$ cat config.mk
export PLATFORM = sky130hd
export DESIGN_NAME = execute_stage
export DESIGN_NICKNAME = d
export VERILOG_FILES = /design/src/rtl/y86_pkg.sv /design/src/rtl/y86_alu.sv /design/src/rtl/execute_stage.sv
export SDC_FILE = /design/constraint.sdc
export NUM_CORES = 1
export LEC_CHECK = 0
export CORE_MARGIN = 8
export CORE_UTILIZATION = 58
export DETAILED_ROUTE_END_ITERATION = 8
export DONT_BUFFER_PORTS = 1
export PLACE_DENSITY_LB_ADDON = 0.05
export SLEW_MARGIN = 30
export SYNTH_ARGS = -nofsm -noshare
export SYNTH_HDL_FRONTEND = slang
export SYNTH_SLANG_ARGS = --single-unit
$ cat constraint.sdc
create_clock -name clk -period 4.95 [get_ports clk]
set_input_delay 0.2475 -clock clk [delete_from_list [all_inputs] [get_ports clk]]
set_output_delay 0.2475 -clock clk [all_outputs]
set_load 0.05 [all_outputs]
$ cat src/rtl/y86_pkg.sv
// Shared Y86-64 encodings and pipeline-register layouts for the execute stage.
package y86_pkg;

    localparam int XLEN = 64;
    localparam logic [3:0] RNONE_C = 4'hF;

    typedef enum logic [3:0] {
        I_HALT   = 4'h0,
        I_NOP    = 4'h1,
        I_CMOVXX = 4'h2,
        I_IRMOVQ = 4'h3,
        I_RMMOVQ = 4'h4,
        I_MRMOVQ = 4'h5,
        I_OPQ    = 4'h6,
        I_JXX    = 4'h7,
        I_CALL   = 4'h8,
        I_RET    = 4'h9,
        I_PUSHQ  = 4'hA,
        I_POPQ   = 4'hB
    } icode_e;

    typedef enum logic [3:0] {
        ALU_ADD  = 4'h0,
        ALU_SUB  = 4'h1,
        ALU_AND  = 4'h2,
        ALU_XOR  = 4'h3,
        ALU_NONE = 4'hF
    } alu_fun_e;

    typedef enum logic [3:0] {
        C_YES = 4'h0,
        C_LE  = 4'h1,
        C_L   = 4'h2,
        C_E   = 4'h3,
        C_NE  = 4'h4,
        C_GE  = 4'h5,
        C_G   = 4'h6
    } cond_e;

    typedef struct packed {
        logic            valid;
        logic [3:0]      icode;
        logic [3:0]      ifun;
        logic [XLEN-1:0] valA;
        logic [XLEN-1:0] valB;
        logic [XLEN-1:0] valC;
        logic [XLEN-1:0] valP;
        logic [3:0]      dstE;
        logic [3:0]      dstM;
    } e_reg_t;

    typedef struct packed {
        logic            valid;
        logic [3:0]      icode;
        logic            cnd;
        logic [XLEN-1:0] valE;
        logic [XLEN-1:0] valA;
        logic [XLEN-1:0] valP;
        logic [3:0]      dstE;
        logic [3:0]      dstM;
    } m_reg_t;

    // cc is {ZF,SF,OF}
    function automatic logic cond_eval(input logic [2:0] cc_v, input logic [3:0] fn);
        logic zf;
        logic sf;
        logic of;
        logic res;
        {zf, sf, of} = cc_v;
        case (fn)
            C_YES:   res = 1'b1;
            C_LE:    res = (sf ^ of) | zf;
            C_L:     res = sf ^ of;
            C_E:     res = zf;
            C_NE:    res = ~zf;
            C_GE:    res = ~(sf ^ of);
            C_G:     res = ~(sf ^ of) & ~zf;
            default: res = 1'b0;
        endcase
        return res;
    endfunction

endpackage

$ cat src/rtl/y86_alu.sv
// Combinational Y86-64 ALU: computes aluB op aluA and the {ZF,SF,OF} flags.
module y86_alu
    import y86_pkg::*;
#(
    parameter int W = XLEN
) (
    input  logic [W-1:0] i_alu_a,
    input  logic [W-1:0] i_alu_b,
    input  logic [3:0]   i_alu_fun,
    output logic [W-1:0] o_result,
    output logic [2:0]   o_flags
);

    logic [W-1:0] w_res;
    logic         w_of;

    // Operation select; unknown function codes yield zero with no overflow
    always_comb begin
        w_res = {W{1'b0}};
        w_of  = 1'b0;
        case (i_alu_fun)
            ALU_ADD: begin
                w_res = i_alu_b + i_alu_a;
                w_of  = (i_alu_a[W-1] == i_alu_b[W-1]) && (w_res[W-1] != i_alu_a[W-1]);
            end
            ALU_SUB: begin
                w_res = i_alu_b - i_alu_a;
                w_of  = (i_alu_a[W-1] != i_alu_b[W-1]) && (w_res[W-1] != i_alu_b[W-1]);
            end
            ALU_AND: w_res = i_alu_b & i_alu_a;
            ALU_XOR: w_res = i_alu_b ^ i_alu_a;
            default: w_res = {W{1'b0}};
        endcase
    end

    assign o_result = w_res;
    assign o_flags  = {(w_res == {W{1'b0}}), w_res[W-1], w_of};

endmodule

$ cat src/rtl/execute_stage.sv
// Y86-64 execute stage: E pipeline register, ALU, condition codes and M pipeline register,
// with combinational valE/dstE forwarding taps for decode.
module execute_stage
    import y86_pkg::*;
#(
    parameter int         W     = XLEN,
    parameter logic [3:0] RNONE = RNONE_C
) (
    input  logic         clk,
    input  logic         rst_n,
    input  logic         d_valid,
    input  logic [3:0]   d_icode,
    input  logic [3:0]   d_ifun,
    input  logic [W-1:0] d_valA,
    input  logic [W-1:0] d_valB,
    input  logic [W-1:0] d_valC,
    input  logic [W-1:0] d_valP,
    input  logic [3:0]   d_dstE,
    input  logic [3:0]   d_dstM,
    input  logic         stall,
    input  logic         e_bubble,
    input  logic         m_bubble,
    input  logic         cc_hold,
    output logic [W-1:0] e_valE,
    output logic [3:0]   e_dstE,
    output logic         m_valid,
    output logic [3:0]   m_icode,
    output logic         m_cnd,
    output logic [W-1:0] m_valE,
    output logic [W-1:0] m_valA,
    output logic [W-1:0] m_valP,
    output logic [3:0]   m_dstE,
    output logic [3:0]   m_dstM,
    output logic [2:0]   cc
);

    localparam e_reg_t E_NOP = '{valid: 1'b0, icode: I_NOP, ifun: 4'h0,
                                 valA: {XLEN{1'b0}}, valB: {XLEN{1'b0}},
                                 valC: {XLEN{1'b0}}, valP: {XLEN{1'b0}},
                                 dstE: RNONE, dstM: RNONE};
    localparam m_reg_t M_NOP = '{valid: 1'b0, icode: I_NOP, cnd: 1'b0,
                                 valE: {XLEN{1'b0}}, valA: {XLEN{1'b0}},
                                 valP: {XLEN{1'b0}}, dstE: RNONE, dstM: RNONE};
    localparam logic [W-1:0] STACK_STEP = {{(W-4){1'b0}}, 4'h8};

    e_reg_t       r_e;
    m_reg_t       r_m;
    logic [2:0]   r_cc;

    logic [W-1:0] w_alu_a;
    logic [W-1:0] w_alu_b;
    logic [3:0]   w_alu_fun;
    logic [W-1:0] w_alu_res;
    logic [2:0]   w_alu_flags;
    logic         w_cnd;
    logic [3:0]   w_dst_e;
    logic         w_cc_we;
    e_reg_t       w_e_load;
    m_reg_t       w_m_load;

    // ALU operand and function selection by instruction class
    always_comb begin
        w_alu_a   = r_e.valA;
        w_alu_b   = r_e.valB;
        w_alu_fun = ALU_NONE;
        case (r_e.icode)
            I_OPQ:            w_alu_fun = r_e.ifun;
            I_RMMOVQ, I_MRMOVQ: begin
                w_alu_a   = r_e.valC;
                w_alu_fun = ALU_ADD;
            end
            I_IRMOVQ: begin
                w_alu_a   = r_e.valC;
                w_alu_b   = {W{1'b0}};
                w_alu_fun = ALU_ADD;
            end
            I_CMOVXX: begin
                w_alu_b   = {W{1'b0}};
                w_alu_fun = ALU_ADD;
            end
            I_PUSHQ, I_CALL: begin
                w_alu_a   = STACK_STEP;
                w_alu_fun = ALU_SUB;
            end
            I_POPQ, I_RET: begin
                w_alu_a   = STACK_STEP;
                w_alu_fun = ALU_ADD;
            end
            default:          w_alu_fun = ALU_NONE;
        endcase
    end

    y86_alu #(.W(W)) u_alu (
        .i_alu_a   (w_alu_a),
        .i_alu_b   (w_alu_b),
        .i_alu_fun (w_alu_fun),
        .o_result  (w_alu_res),
        .o_flags   (w_alu_flags)
    );

    assign w_cnd   = ((r_e.icode == I_CMOVXX) || (r_e.icode == I_JXX)) ? cond_eval(r_cc, r_e.ifun) : 1'b0;
    assign w_dst_e = ((r_e.icode == I_CMOVXX) && !w_cnd) ? RNONE : r_e.dstE;
    // An OPq squashed by m_bubble never reaches M, so it must not touch CC either
    assign w_cc_we = !stall && !m_bubble && !cc_hold && r_e.valid &&
                     (r_e.icode == I_OPQ) && (r_e.ifun <= 4'h3);

    assign w_e_load = '{valid: d_valid, icode: d_icode, ifun: d_ifun,
                        valA: d_valA, valB: d_valB, valC: d_valC, valP: d_valP,
                        dstE: d_dstE, dstM: d_dstM};
    assign w_m_load = '{valid: r_e.valid, icode: r_e.icode, cnd: w_cnd,
                        valE: w_alu_res, valA: r_e.valA, valP: r_e.valP,
                        dstE: w_dst_e, dstM: r_e.dstM};

    // E pipeline register
    always_ff @(posedge clk or negedge rst_n) begin
        if (!rst_n) begin
            r_e <= E_NOP;
        end else if (stall) begin
            r_e <= r_e;
        end else if (e_bubble) begin
            r_e <= E_NOP;
        end else begin
            r_e <= w_e_load;
        end
    end

    // M pipeline register
    always_ff @(posedge clk or negedge rst_n) begin
        if (!rst_n) begin
            r_m <= M_NOP;
        end else if (stall) begin
            r_m <= r_m;
        end else if (m_bubble) begin
            r_m <= M_NOP;
        end else begin
            r_m <= w_m_load;
        end
    end

    // Condition-code register
    always_ff @(posedge clk or negedge rst_n) begin
        if (!rst_n) begin
            r_cc <= 3'b100;
        end else if (w_cc_we) begin
            r_cc <= w_alu_flags;
        end else begin
            r_cc <= r_cc;
        end
    end

    assign e_valE  = w_alu_res;
    assign e_dstE  = w_dst_e;
    assign m_valid = r_m.valid;
    assign m_icode = r_m.icode;
    assign m_cnd   = r_m.cnd;
    assign m_valE  = r_m.valE;
    assign m_valA  = r_m.valA;
    assign m_valP  = r_m.valP;
    assign m_dstE  = r_m.dstE;
    assign m_dstM  = r_m.dstM;
    assign cc      = r_cc;

endmodule

==> results by group, run 1 <==
CTS
  • Clock sink total: 482
  • Htree depth: 2
  • Num CTS Buffers: 49
  • Root buf cell: clkbuf_16
  • Clock Path Buffers: 3

Run status
  • First error: [ERROR GRT-0232] Routing congestion too high. Check the congestion heatmap in the GUI.
  • Failed at: 5_1_grt
  • Status: did not finish

Synthesis
  • Synth async-reset ratio: 100%
  • Synth area leader: dfrtp_1
  • Top cells by area, synth: dfrtp_1 (36%), nand2b_1 (8.3%), o21ai_0 (8.2%)
  • Synth Flop Type: dfrtp_1
  • Netlist Area Pre-Place: 0.0318 mm^2
  • Top-area cell type share of the netlist area: 36.5%
  • Post-synth top cells: nand2_1 (601), o21ai_0 (518), dfrtp_1 (463)
  • #FFs+latches synth: 482
  • Cell with the most instances after synthesis: nand2_1
  • Yosys warns: 0
  • Number of synthesized flops with an enable pin: 0
  • Mapped Cells: 3918
  • Syn_nets: 4337
  • Synth Area per Inst: 8.11 um^2
  • Sequential area share after synthesis: 38.0%
  • Library cells used by synthesis: 100

Die
  • Row cnt: 85
  • Initial Util: 58.8%
  • Die W: 250 um
  • DIE HEIGHT: 250 um
  • Number of I/O pins: 556

Global routing
  • Pin count of the biggest net entering global routing: 483
  • Grt total ovfl: 361
  • Overall Global Routing Usage: 83.7%

Placed design
  • # port buffers: 0
  • Placed cell area: 0.0376 mm^2
  • Gpl congestion: 1.15
  • HPWL Detailed: 104000 um
[timing repair]
action / CTS
hold buffers: 661
resized for setup: 367
pin swaps: 85
cloned: 2
setup endpoints to repair: 67
hold endpoints to repair: 961
setup buffers: 62
[kinds of logic after synthesis]
logic type / share of synthesized area (%)
adders and majority gates: 5.59
muxes: 0.906
and+or+nand+nor: 24.9
AOI/OAI and AO/OA: 24.6
buffers and inverters: 5.29
DFF: 38.0
xor gates and xnor gates: 0.662
[through the flow]
stage,hold WS (ns),setup TNS (ns),worst slack (ns),cells
after CTS,-0.702,-12.33,-0.595,5893
after detailed placement,-0.0389,-7.23,-0.792,5081
after global placement,-0.0367,-6.01,-0.714,5081
after floorplan,-0.0481,-0.183,-0.109,3918
[routing by layer]
metal / global-route usage, % / overflow
met1: 82.9 / 31
met3: 79.0 / 60
met4: 77.7 / 126
met2: 93.8 / 136
met5: 56.0 / 8
==> run 2, diff against run 1 <==
- CORE_UTILIZATION: 58 -> 40
- PLACE_DENSITY_LB_ADDON: 0.05 -> 0.15
- clock period: 4.95 -> 6.4 ns (I/O delays scaled with it)
==> run 2 against run 1 <==
Compared with the run above:
- the flow now finishes, with violations (hold timing)
- area after synthesis unchanged
- synthesized cell count unchanged
==> results by group, run 2 <==
Setup path
  • Reg2reg end: cc[2]
  • WS Path Type: reg -> out
  • Crit path DAT: 5.95 ns
  • Critical path peak fanout: 13
  • Required time worst endpoint: 6.08 ns
  • Startpoint Class: flip-flop
  • Setup crit end kind: output port
  • Reg-to-reg setup timing slack: 0.24 ns
  • Worst R2R Start: r_e[268]
  • Worst Reg-to-Reg Cells: 21

Final layout
  • Nets: 4982
  • Most frequent cells in the layout: dlygate4sd3_1 (713), nand2_1 (601), o21ai_0 (514), dfrtp_1 (462), nand2b_1 (419)
  • Commonest non-fill, non-tap cell in the layout: dlygate4sd3_1
  • Area grow syn2layout: 34.9%
  • Reg with most FFs: r_e
  • Filler Cells Inserted: 7275
  • Layout cell share with drive strength beyond 1: 8.36%
  • Max reg flops: 273
  • Final instance area: 0.0429 mm^2

Synthesis
  • Synth area leader: dfrtp_1 (unchanged)
  • Syn_nets: 4337 (unchanged)
  • #FFs+latches synth: 482 (unchanged)
  • Synth Area per Inst: 8.11 um^2 (unchanged)
  • Synth async-reset ratio: 100% (unchanged)
  • Sequential area share after synthesis: 38.0% (unchanged)
  • Library cells used by synthesis: 100 (unchanged)
  • Main combinational cell family by area after synthesis: simple AND/OR/NAND/NOR gates (unchanged)
  • Netlist Area Pre-Place: 0.0318 mm^2 (unchanged)
  • Yosys warns: 0 (unchanged)
  • Compound-gate portion of the synthesized area: 24.6% (unchanged)
  • Synth Flop Type: dfrtp_1 (unchanged)
  • Synth Area in XOR/XNOR: 0.662% (unchanged)
  • Top cells by area, synth: dfrtp_1 (36%), nand2b_1 (8.3%), o21ai_0 (8.2%) (unchanged)
  • Adder-cell share of the synthesized area: 5.59% (unchanged)
  • Mapped Cells: 3918 (unchanged)
  • Post-Synth Simple-Gate Area: 24.9% (unchanged)
  • Cell with the most instances after synthesis: nand2_1 (unchanged)
  • Number of synthesized flops with an enable pin: 0 (unchanged)
  • Post-synthesis mux area share: 0.906% (unchanged)
  • Top-area cell type share of the netlist area: 36.5% (unchanged)
  • Post-synth top cells: nand2_1 (601), o21ai_0 (518), dfrtp_1 (463) (unchanged)

Global routing
  • Grt total ovfl: 0
  • M3 GR Usage: 8.62%
  • Initial antenna violation count: 26
  • Vias in the first global route: 32.7k
  • Pin count of the biggest net entering global routing: 483
  • Routing usage on met1: 42.3%
  • Gr busiest metal: met2
  • First-pass GRT wire length: 215000 um
  • Overall Global Routing Usage: 31.0%
  • Met2 layer usage reported by global route: 47.9%

Power
  • Comb pwr share: 34.9%
  • Seq pwr share: 34.9%
  • Pint: 6.74 mW
  • Cell Pwr Density: 263 mW/mm^2
  • Maximum VDD drop: 0.000229 V
  • Total power draw: 11.3 mW
  • Clock power share: 30.2%
  • Sw power: 4.52 mW
  • Pleak: 18.0 nW
  • Switching portion of total power: 40.1%

STA
  • Period minus WS final: 6.27 ns
  • Fin Setup TNS: 0 ns
  • Slew HR: 26.1%
  • Worst Tran Pin Value: 1.11 ns
  • F_max: 160 MHz
  • Setup-violating endpoint count in the final report: 0
  • Setup Skew: 0.0344 ns
  • Final Max Slew Viols: 0
  • Final period util: 97.9%
  • Hold WS: -0.617 ns
  • RSZ-0062 raised after global routing: true
  • Final hold viol count: 482

CTS
  • Root buf cell: clkbuf_16 (unchanged)
  • Clock Path Buffers: 3 (unchanged)
  • Num CTS Buffers: 54 (was 49)
  • CTS tree: yes
  • # hold bufs at CTS: 716 (was 661)
  • Clk slew on worst S/H paths: 0.06 ns
  • Clock sink total: 482 (unchanged)
  • Htree depth: 2 (unchanged)
  • Clk_lat worst skew: 0.63 ns

Routing
  • Vias: 33.3k
  • Final wirelength: 145000 um
  • Final ANT Viol Nets: 0
  • DR WL/cell: 25.6 um
  • First-pass iteration count of the detailed router: 6
  • DRT iter0 DRCs: 3836
  • Detailed-route DRC error count: 0
  • Vias per std cell: 5.86

Die
  • Initial Util: 40.3% (was 58.8%)
  • DIE HEIGHT: 298 um (was 250 um)
  • Core Footprint: 0.0789 mm^2
  • Area of the die: 0.0887 mm^2
  • Row cnt: 103 (was 85)
  • Die W: 298 um (was 250 um)
  • Number of I/O pins: 556 (unchanged)

Worst hold path
  • HP Class: in -> async

Flow run
  • Max cap viols: 0

Placed design
  • # port buffers: 0 (unchanged)
  • HPWL Detailed: 99800 um (was 104000 um)
  • Gpl congestion: 1.00 (was 1.15)
  • Placed cell area: 0.0333 mm^2 (was 0.0376 mm^2)

Run status
  • Violated checks: hold timing
  • Status: finished, violations left (was did not finish)
[run 2: worst max path at each step]
stage | from | end | slack (ns) | cells past startpoint
finish | r_e[268] | e_valE[60] | 0.13 | 17
global route | r_e[268] | e_valE[63] | -0.06 | 20
CTS | r_e[268] | e_valE[59] | 0.01 | 16
detailed placement | r_e[269] | cc[2] | 0.04 | 19
global placement | r_e[269] | cc[2] | 0.11 | 19
floorplan | r_e[268] | cc[2] | 0.79 | 21
[run 2: power by group through the flow]
stage	logic, mW	clock network [mW]	registers, mW
final	3.93	3.40	3.94
after global routing	4.16	3.57	3.96
after floorplan	2.27	0	3.87
after CTS	3.76	3.46	3.93
after detailed placement	3.27	0	3.99
after global placement	3.27	0	3.99
[run 2: worst max-delay path, stage by stage, from the launching register on]
cell	delay [ns]
dfstp_2	0.66
nand3b_1	0.16
a21oi_4	0.20
buf_12	0.15
nor2b_2	0.13
a22o_1	0.25
ha_1	0.26
fa_1	0.49
a21o_1	0.24
a221o_1	0.48
a221oi_2	0.45
o22ai_1	0.12
nor3_1	0.68
o21ai_0	0.27
nor2_1	0.14
a211o_1	0.12
o2111ai_2	0.20
buf_4	0.30
[run 2: per-layer routing]
layer	up-vias	wire length (um)
li1	15100	-
met1	16200	61500
met2	1738	64000
met3	277	15300
met4	8	4350
met5	-	46
[run 2: final cells by class]
type | instances | area, um^2 | area share [%]
Inverter | 153 | 574 | 1.34
Sequential cell | 482 | 12100 | 28.2
Clock buffer | 78 | 1620 | 3.78
Multi-Input combinational cell | 3005 | 18400 | 43.0
Tap cell | 1050 | 1310 | 3.07
Antenna cell | 21 | 52.6 | 0.123
Clock inverter | 22 | 330 | 0.771
Timing Repair Buffer | 867 | 8460 | 19.7
[run 2: cells by family (layout without fill, tap and decap cells)]
group	after synthesis	in the layout
compound gates	1231	1231
xor+xnor	24	24
fa+ha+maj	141	141
buf+inv	433	1120
flops	482	482
mux	28	28
other cells	0	21
simple gates	1579	1581
[run 2: what timing repair did]
item	4_1_cts	5_1_grt
cloned	1	1
pin swaps	1	4
setup buffers	1	6
gates resized for setup	11	42
endpoints found under the hold margin	957	482
endpoints found under the setup margin	6	18
[run 2: per-stage QoR]
step	setup slack, ns	std cells	util [%]
detailed placement	0.0421	4830	42.2
global route	-0.0635	5671	54.3
floorplan	0.793	3918	-
finish	0.132	5678	54.3
global placement	0.115	4829	42.2
CTS	0.0135	5648	53.9
(Power assumes the default switching activity.)
